`src/rtl/ti_share_masker.sv`:
```
// Splits a plain nibble into NSHARES Boolean shares using a 32-bit Galois LFSR.
// Optional macro TI_REFRESH_EN: re-randomise the held shares on every stall cycle.
module ti_share_masker #(
  parameter int DATA_W  = 4,
  parameter int NSHARES = 4,
  parameter int LFSR_W  = 32
) (
  input  logic                        clk,
  input  logic                        rst_n,
  input  logic                        seed_load,
  input  logic [31:0]                 seed,
  input  logic                        in_valid,
  output logic                        in_ready,
  input  logic [DATA_W-1:0]           in_data,
  output logic                        out_valid,
  input  logic                        out_ready,
  output logic [NSHARES*DATA_W-1:0]   out_shares
);

  localparam int R     = (NSHARES - 1) * DATA_W;
  localparam int OUT_W = NSHARES * DATA_W;
  localparam logic [LFSR_W-1:0] POLY_MASK = 32'h8020_0003;
  localparam logic [LFSR_W-1:0] LFSR_INIT = 32'h0000_0001;

  logic [LFSR_W-1:0] lfsr;
  logic [LFSR_W-1:0] lfsr_adv;
  logic [R-1:0]      rnd;
  logic [OUT_W-1:0]  mask_vec;
  logic [DATA_W-1:0] share0_mask;
  logic              accept;
  logic              transfer;
  logic              refresh;
  logic              advance;

  // rnd[i] is bit0 of the state before the i-th of R successive steps
  always_comb begin
    lfsr_adv = lfsr;
    rnd      = '0;
    for (int i = 0; i < R; i++) begin
      rnd[i]   = lfsr_adv[0];
      lfsr_adv = (lfsr_adv >> 1) ^ (lfsr_adv[0] ? POLY_MASK : '0);
    end
  end

  // Share 0 carries the XOR of all random shares so the vector recombines to zero
  always_comb begin
    mask_vec    = '0;
    share0_mask = '0;
    for (int k = 1; k < NSHARES; k++) begin
      mask_vec[k*DATA_W +: DATA_W] = rnd[(k-1)*DATA_W +: DATA_W];
      share0_mask                  = share0_mask ^ rnd[(k-1)*DATA_W +: DATA_W];
    end
    mask_vec[DATA_W-1:0] = share0_mask;
  end

  assign in_ready = !out_valid || out_ready;
  assign accept   = in_valid && in_ready;
  assign transfer = out_valid && out_ready;

`ifdef TI_REFRESH_EN
  assign refresh = out_valid && !out_ready;
`else
  assign refresh = 1'b0;
`endif

  assign advance = accept || refresh;

  always_ff @(posedge clk or negedge rst_n) begin
    if (!rst_n) begin
      lfsr <= LFSR_INIT;
    end else if (seed_load) begin
      lfsr <= (seed == '0) ? LFSR_INIT : seed;
    end else if (advance) begin
      lfsr <= lfsr_adv;
    end
  end

  always_ff @(posedge clk or negedge rst_n) begin
    if (!rst_n) begin
      out_valid  <= 1'b0;
      out_shares <= '0;
    end else if (accept) begin
      out_valid  <= 1'b1;
      out_shares <= mask_vec ^ {{(OUT_W-DATA_W){1'b0}}, in_data};
    end else begin
      if (transfer) out_valid <= 1'b0;
      if (refresh)  out_shares <= out_shares ^ mask_vec;
    end
  end

endmodule

```
`config.mk`:
```
export PLATFORM = sky130hd
export DESIGN_NAME = ti_share_masker
export DESIGN_NICKNAME = d
export VERILOG_FILES = /design/src/rtl/ti_share_masker.sv
export SDC_FILE = /design/constraint.sdc
export NUM_CORES = 1
export LEC_CHECK = 0
export CAP_MARGIN = 20
export CORE_MARGIN = 2
export CORE_UTILIZATION = 55
export DETAILED_ROUTE_END_ITERATION = 6
export PLACE_DENSITY = 0.93
export SKIP_LAST_GASP = 1
export SLEW_MARGIN = 20
export SYNTH_ARGS = -nofsm -noshare
export SYNTH_HDL_FRONTEND = slang
export SYNTH_SLANG_ARGS = --single-unit
```
`constraint.sdc`:
```
create_clock -name clk -period 6.05 [get_ports clk]
set_input_delay 0.9075 -clock clk [delete_from_list [all_inputs] [get_ports clk]]
set_output_delay 0.9075 -clock clk [all_outputs]
set_load 0.1 [all_outputs]
```
==> summary.txt <==
Run status: completed
Synth Flop Type: dfrtp_1
Power density over the cells: 535.6 nW/µm²
Worst EP arrival: 2.66 ns
Achievable clock frequency: 280.5 MHz
Initial Util: 57.14%
R2R setup slack: 3.89 ns
Antenna Cells: 0
Resized cells post-CTS: 0
Crit-path max cell delay: 1.15 ns
Total setup buffers inserted after CTS: 0
Cells after DPL: 380
Vias: 2,097
Period utilization: 58.93%
Reg-to-reg startpoint: lfsr[2]
Worst path slowest cell: clkdlybuf4s50_1
Total GRT Usage: 24.75%
Max-cap check violation count: 0
Max-slew violations: 0
Crit. Startpoint: out_ready
Startpoint Class: input pin
Yosys synthesis warning count: 0
CTS root buf: clkbuf_8
Max-slew headroom: 35.45%
Critical path class: input pin to primary output
Final hold viol count: 0
Critical-path cell list: clkdlybuf4s50_1, nand2b_1, clkdlybuf4s50_1
IO Port Bufs: 58
Dpl hpwl: 4.500 mm
Routed length per instance: 15.95 µm
1st-pass router iterations: 4
Fraction of layout cells with a size suffix above 1: 7.187%
Grt ovf: 0
Critical path capture point type: primary output
Distinct cells, synth: 31
Clock-pin slew on the worst setup and hold paths: 0.08 ns
Area grow syn2layout: 25.59%
CTS Hold Bufs: 0
Die height: 74.05 µm
Antenna violations before repair: 0
CTS tree: done
H-tree Lvls: 2
Cell Rows: 25
CTS sink cnt: 49
CP max FO: 4
I/O pin count: 59
Fin cells: 387
Clock skew: 0.003841 ns
Peak VDD IR: 0.3654 mV
Critical Path RT: 5.14 ns
# setup viols final: 0
Fin crit period: 3.565 ns
Hold Path Origin: out_shares[10]
Fin Setup TNS: 0 ns
FF+latch count, synth: 49
First-pass GRT wire length: 9.922 mm
Post-DRT Antenna Nets: 0
CTS Buffer Depth: 2
GP Congestion: 0.8233
Die area: 5483 µm²
Post-synth ARST share: 100.0%
Tightest Pin Transition: 0.9653 ns
Pin count of the biggest net entering global routing: 63
Mapped Avg Cell Area: 10.03 µm²
Tightest Hold Check Type: register to register
Post-synthesis net count: 310
Vias in the first global route: 1,990
Most used cell, CP: clkdlybuf4s50_1
Post-synth EDFFs: 0
CTS buffer count: 5
Via-per-instance ratio: 5.419
Unrepaired setup endpoints after global routing: no
Nets: 361
Post-synthesis sequential area ratio: 45.48%
Final wirelength: 6.174 mm
Cell count after synthesis: 269
Die width: 74.05 µm
CORE AREA: 4723 µm²
Starting DRT DRC Count: 121
Number of remaining DRC errors: 0
Mapped cell area: 2699 µm²
Static Leakage: 1.445 nW
Worst skew pair latency: 0.31 ns
kinds of logic after synthesis:
kind of cell,count (synthesis),synth area share (%)
and+or+nand+nor,89,13.95
AOI/OAI and AO/OA,56,11.78
DFF,49,45.48
xor gates and xnor gates,46,21.37
buffers and inverters,16,2.503
muxes,13,4.914
placed cells by master, fill, tap and decap left out, types with 6 or more instances in the layout:
master	instances
a21oi_1	15
clkbuf_8	6
clkdlybuf4s50_1	56
dfrtp_1	48
mux2i_1	11
nand2_1	44
nor2_1	28
nor4_1	8
o21ai_0	25
xnor2_1	27
xor2_1	6
registers in the layout, indices dropped and copies added (netlist names):
| signal | flops |
|---|---|
| out_shares | 16 |
| lfsr | 32 |
| out_valid | 1 |
cells in the mapped netlist (2+ instances only):
master	number	area, µm²
mux2_2	2	22.52
o21ai_0	25	125.1
xnor2_2	2	32.53
nor4_1	8	50.05
a21o_1	4	30.03
nand4_1	2	12.51
nor2_1	28	105.1
xnor3_2	4	95.09
nand2_1	44	165.2
nand2b_1	2	12.51
clkbuf_1	12	45.04
o21a_1	2	15.01
a21oi_1	15	75.07
mux2i_1	11	110.1
dfrtp_1	48	1201
o21ai_1	3	15.01
xor2_1	6	52.55
nor2b_1	4	25.02
xnor3_1	3	67.56
xnor2_1	27	236.5
o31ai_1	4	30.03
a211oi_1	2	15.01
buf_2	3	15.01
power breakdown:
part | internal [mW] | switching [mW]
Sequential | 0.423 | 0.0702
Clock | 0.0908 | 0.103
Combinational | 0.424 | 0.704
stage by stage:
step           setup slack [ns]  hold slack (ns)  power [mW]  area (µm²)  util (%)
2_1_floorplan             3.150           0.5151       1.370        2699         -
3_3_place_gp              2.508           0.4606       1.601        3301     69.88
3_5_place_dp              2.483           0.4658       1.627        3301     69.88
4_1_cts                   2.475           0.4901       1.823        3387     71.71
5_1_grt                   2.427           0.5084       1.909        3390     71.76
6_report                  2.485           0.4833       1.815        3390     71.76
metal layers:
metal	vias to the layer above	part of all wire [%]	GRT usage, %
li1	1010	-	-
met1	1008	42	33.54
met2	63	50	40.18
met3	16	5.2	4.878
met4	0	2.4	8.485
met5	-	0	0
path summary, 6_finish.rpt:
path / cells after the start / to
max in group asynchronous: 1 / out_shares[4]
min in group asynchronous: 1 / lfsr[4]
max: 3 / in_ready
min: 1 / out_shares[10]
min reg2reg: 1 / out_shares[10]
max reg2reg: 5 / lfsr[20]
layout make-up:
class                           instances  area (µm²)
Sequential cell                        49        1227
Multi-Input combinational cell        204        1404
Clock buffer                            7       86.33
Tap cell                               67       83.83
Timing Repair Buffer                   60       588.1
Fill cell                             364        1334
worst max-delay path: cells and delay by family:
family / cells / cell delay [ns]
and+or+nand+nor: 1 / 0.15
buffers and inverters: 2 / 1.60
Power figures use the tool's default switching activity.
==> patch 1 (same flow settings) <==
Build with the macro `TI_REFRESH_EN` defined.
--- a/src/rtl/ti_share_masker.sv
+++ b/src/rtl/ti_share_masker.sv
@@ -1,4 +1,6 @@
 // Splits a plain nibble into NSHARES Boolean shares using a 32-bit Galois LFSR.
 // Optional macro TI_REFRESH_EN: re-randomise the held shares on every stall cycle.
+`define TI_REFRESH_EN
+
 module ti_share_masker #(
   parameter int DATA_W  = 4,
Check against the original RTL: not equivalent (Yosys sat finds a counterexample within 4 cycles, from zero or initial values and one cycle with rst_n low).
==> patch 1 against the original RTL <==
- utilization decreased by 0.73 points
- final area rose by 6.3%
- routed wire length up 14%
- non-clock buffer count grew 3
- worst hold slack better by 0.025 ns
- worst setup slack got worse by 0.24 ns
- sequential cell count unchanged
- area after synthesis is 6.3% higher
Power is not shown: default switching activity piles up to over one toggle a cycle in this logic, so the estimate is an artifact.
==> patch 1: results <==
metrics = {
    "clocking": {
        "clock-root-buffer": "clkbuf_8",
        "clk_pin_slew_ns": 0.10,
        "clk_latency_ns": 0.31,
        "h-tree-depth": 2,
        "ctsResizeCount": 0,
        "cts_buffers": 5,
        "cts_setup_buffers": 0,
        "clk_path_buf_depth": 2,
    },
    "routing": {
        "vias_per_cell": 5.76,
        "drt-initial-drc-count": 209,
        "wl_per_cell_um": 17.2,
        "firstDrtPassIters": 4,
    },
    "placement": {
        "dp_hpwl_um": 5110,
        "gp_congestion": 0.854,
        "port_buffers": 58,
        "dp_slack_ns": 2.25,
    },
    "synth": {
        "synth_common_cells": "dfrtp_1, nand2_1, xnor2_1",
        "synth_nets": 326,
        "async_reset_ff_share_pct": 100,
        "yosysUniqueCellTypes": 32,
        "synth_area_leaders": "dfrtp_1, xnor2_1, mux2i_1",
        "yosys_warnings": 0,
        "yosys_most_used_dff": "dfrtp_1",
        "yosysSeqAreaShare_pct": 42.8,
    },
    "cells_and_area": {
        "n_antenna_cell": 0,
        "largest_registers": "lfsr x32, out_shares x16, out_valid x1",
        "nNetsFinal": 378,
        "drive_gt1_share_pct": 10.7,
    },
    "global_routing": {
        "grt_pass1_wl_um": 11800,
        "use_met2_pct": 41.6,
        "grt_pass1_vias": 2341,
        "antenna_found_initial": 0,
        "groute.usage.overall_pct": 25.7,
        "grt_util_met3_pct": 5.45,
        "grt_max_degree": 58,
        "met1_usage_pct": 34.7,
    },
    "outcome": {
        "status": "finished clean",
    },
    "timing": {
        "clock_skew_ns": 0.0111,
        "worst_slew_pin_slew_ns": 0.976,
    },
    "hold_path": {
        "holdPathStages": 1,
        "hold_path.class": "flip-flop to flip-flop",
    },
    "critical_path": {
        "reg2reg_depth": 6,
        "path_max_fanout": 16,
        "worstPathArrival_ns": 2.90,
    },
}
==> patch 1: cell types whose count changed after synthesis, sizes merged, moves of 5 or more <==
| cell | before | now |
|---|---|---|
| a311oi | 0 | 9 |
| mux2 | 2 | 8 |
| mux2i | 11 | 20 |
| nand2 | 44 | 35 |
| nor2 | 28 | 23 |
| xnor2 | 30 | 36 |
| xnor3 | 7 | 1 |
==> patch 1: final timing paths <==
path / startpoint / to / slack, ns
min in group asynchronous: rst_n / out_shares[7] / 0.60
setup reg to reg: lfsr[0] / lfsr[20] / 3.69
hold reg to reg: out_shares[11] / out_shares[11] / 0.51
max in group asynchronous: rst_n / lfsr[24] / 5.03
hold / removal: out_shares[11] / out_shares[11] / 0.51
setup / recovery: out_ready / in_ready / 2.24
==> patch 1: layout make-up <==
class,count,area [um2]
inverter,2,7.51
timing repair buffer,63,636
sequential,49,1230
clock buffer,5,68.8
fill,384,1470
tap,70,87.6
multi-input combinational,216,1560
clock inverter,3,21.3
==> patch 1: cell families after synthesis <==
group,count (synthesis),synth area share [%]
compound gates,62,12.7
xor+xnor,50,20.1
buf+inv,20,2.92
flops,49,42.8
mux,28,10.1
simple gates,76,11.3
==> patch 1: critical path, stage by stage <==
cell and delay [ns]:
clkdlybuf4s50_1 0.46, nor2b_1 0.04, buf_4 0.19, inv_1 0.14, clkdlybuf4s50_1 1.15
==> patch 1: routing by layer <==
| layer | share of wire [%] | up-vias |
|---|---|---|
| met2 | 49 | 125 |
| met3 | 7.1 | 17 |
| met4 | 2.6 | 0 |
| met1 | 42 | 1114 |
| met5 | 0 | - |
| li1 | - | 1096 |
==> patch 1: through the flow <==
stage,std cells,cell area (um2)
floorplan,285,2870
global placement,399,3480
detailed placement,399,3480
CTS,407,3570
global route,408,3600
finish,408,3600
==> patch 2 (same settings) <==
Without the edit above. Reset style: synchronous (`rst_n`), changed in 2 clocked blocks.
--- a/src/rtl/ti_share_masker.sv
+++ b/src/rtl/ti_share_masker.sv
@@ -66,5 +66,5 @@
   assign advance = accept || refresh;
 
-  always_ff @(posedge clk or negedge rst_n) begin
+  always_ff @(posedge clk) begin
     if (!rst_n) begin
       lfsr <= LFSR_INIT;
@@ -76,5 +76,5 @@
   end
 
-  always_ff @(posedge clk or negedge rst_n) begin
+  always_ff @(posedge clk) begin
     if (!rst_n) begin
       out_valid  <= 1'b0;
Behaviour: differs if rst_n is asserted again (counterexample within 4 cycles, from zero or initial values and one cycle with rst_n low); with rst_n held inactive, the same outputs for 4 cycles.
==> patch 2 against the original RTL <==
- sequential cell count unchanged
- utilization decreased by 0.43 points
- routed wire length increased by 16%
- final area shrank 1.3%
- worst setup slack gained 0.010 ns
- area after synthesis shrank 1.9%
- global-route usage up 2.1 points
- sequential share of layout area shrank 6.9 points
- total power is 32% lower
- critical path depth stayed put
- cell count up 1.8%
- clock power increased by 22%
- critical path type unchanged
- synthesized cell count grew 9.3%
- non-clock buffer count grew 2
==> patch 2: results <==
metrics = {
    "placement": {
        "dp_hpwl_um": 4930,
        "placed_cells": 386,
        "gp_congestion": 0.843,
    },
    "pwr": {
        "leakage_nw": 1.42,
        "pwr-share-clk_pct": 19.1,
        "peakVddDrop_mv": 0.222,
        "powerComb_uw": 598,
    },
    "synth": {
        "yosysUniqueCellTypes": 33,
        "synth_area_leaders": "dfxtp_1, xnor2_1, o211a_1",
        "yosys_most_used_dff": "dfxtp_1",
        "synthMuxAreaShare_pct": 0,
        "synth.avg_cell_area_um2": 9.01,
        "synth-compound-area-share_pct": 21.9,
        "synth_nets": 335,
        "synth-xor-area-share_pct": 21.6,
        "async_reset_ff_share_pct": 0,
    },
    "timing": {
        "worst_slew_pin_slew_ns": 1.02,
    },
    "cells_and_area": {
        "nNonClkBuffers": 62,
        "bufAreaShareNonClock_pct": 18.2,
        "multi_input_area_um2": 1570,
        "nClkBuffers": 6,
        "drive_gt1_share_pct": 4.71,
        "seq_share_pct": 29.3,
        "multi_input_gates": 218,
        "inverters": 3,
        "clk_share_pct": 3.33,
    },
    "routing": {
        "drt_wl_total_um": 7150,
        "wl_met1_um": 2910,
        "wl_met2_um": 3390,
        "firstDrtPassIters": 5,
    },
    "critical_path": {
        "reg2reg_from": "lfsr[0]",
        "reg2reg_slack_ns": 3.55,
        "worstPathArrival_ns": 2.65,
    },
    "global_routing": {
        "grt_max_degree": 52,
        "groute.usage.overall_pct": 26.8,
        "grt_pass1_wl_um": 10900,
    },
    "hold_path": {
        "hp-start": "out_shares[7]",
    },
    "outcome": {
        "status": "finished clean",
    },
}
[patch 2: worst min-delay path, cell delays in order (launching register included)]
cell and delay, ns:
dfxtp_1 0.32, nand2_1 0.05, a21boi_0 0.07
[patch 2: per-layer routing]
layer  vias to the layer above  global-route usage (%)
met5                         -                       0
li1                       1122                       -
met4                         0                    12.9
met1                      1144                    33.9
met2                       135                    44.1
met3                        23                    4.94
[patch 2: stage by stage]
stage	setup slack [ns]	utilization (%)	hold WS (ns)	instance area, um2	total power, mW
finish	2.50	71.3	0.482	3350	1.24
global placement	2.51	69.0	0.458	3240	0.981
CTS	2.49	71.3	0.487	3350	1.23
detailed placement	2.49	69.0	0.468	3240	0.996
floorplan	2.98	-	0.443	2650	0.851
global route	2.43	71.3	0.500	3350	1.28
[patch 2: path summary, 6_finish.rpt]
check	endpoint	cells after the start
max	in_ready	3
min	out_shares[7]	2
max reg2reg	lfsr[0]	5
min reg2reg	out_shares[7]	2
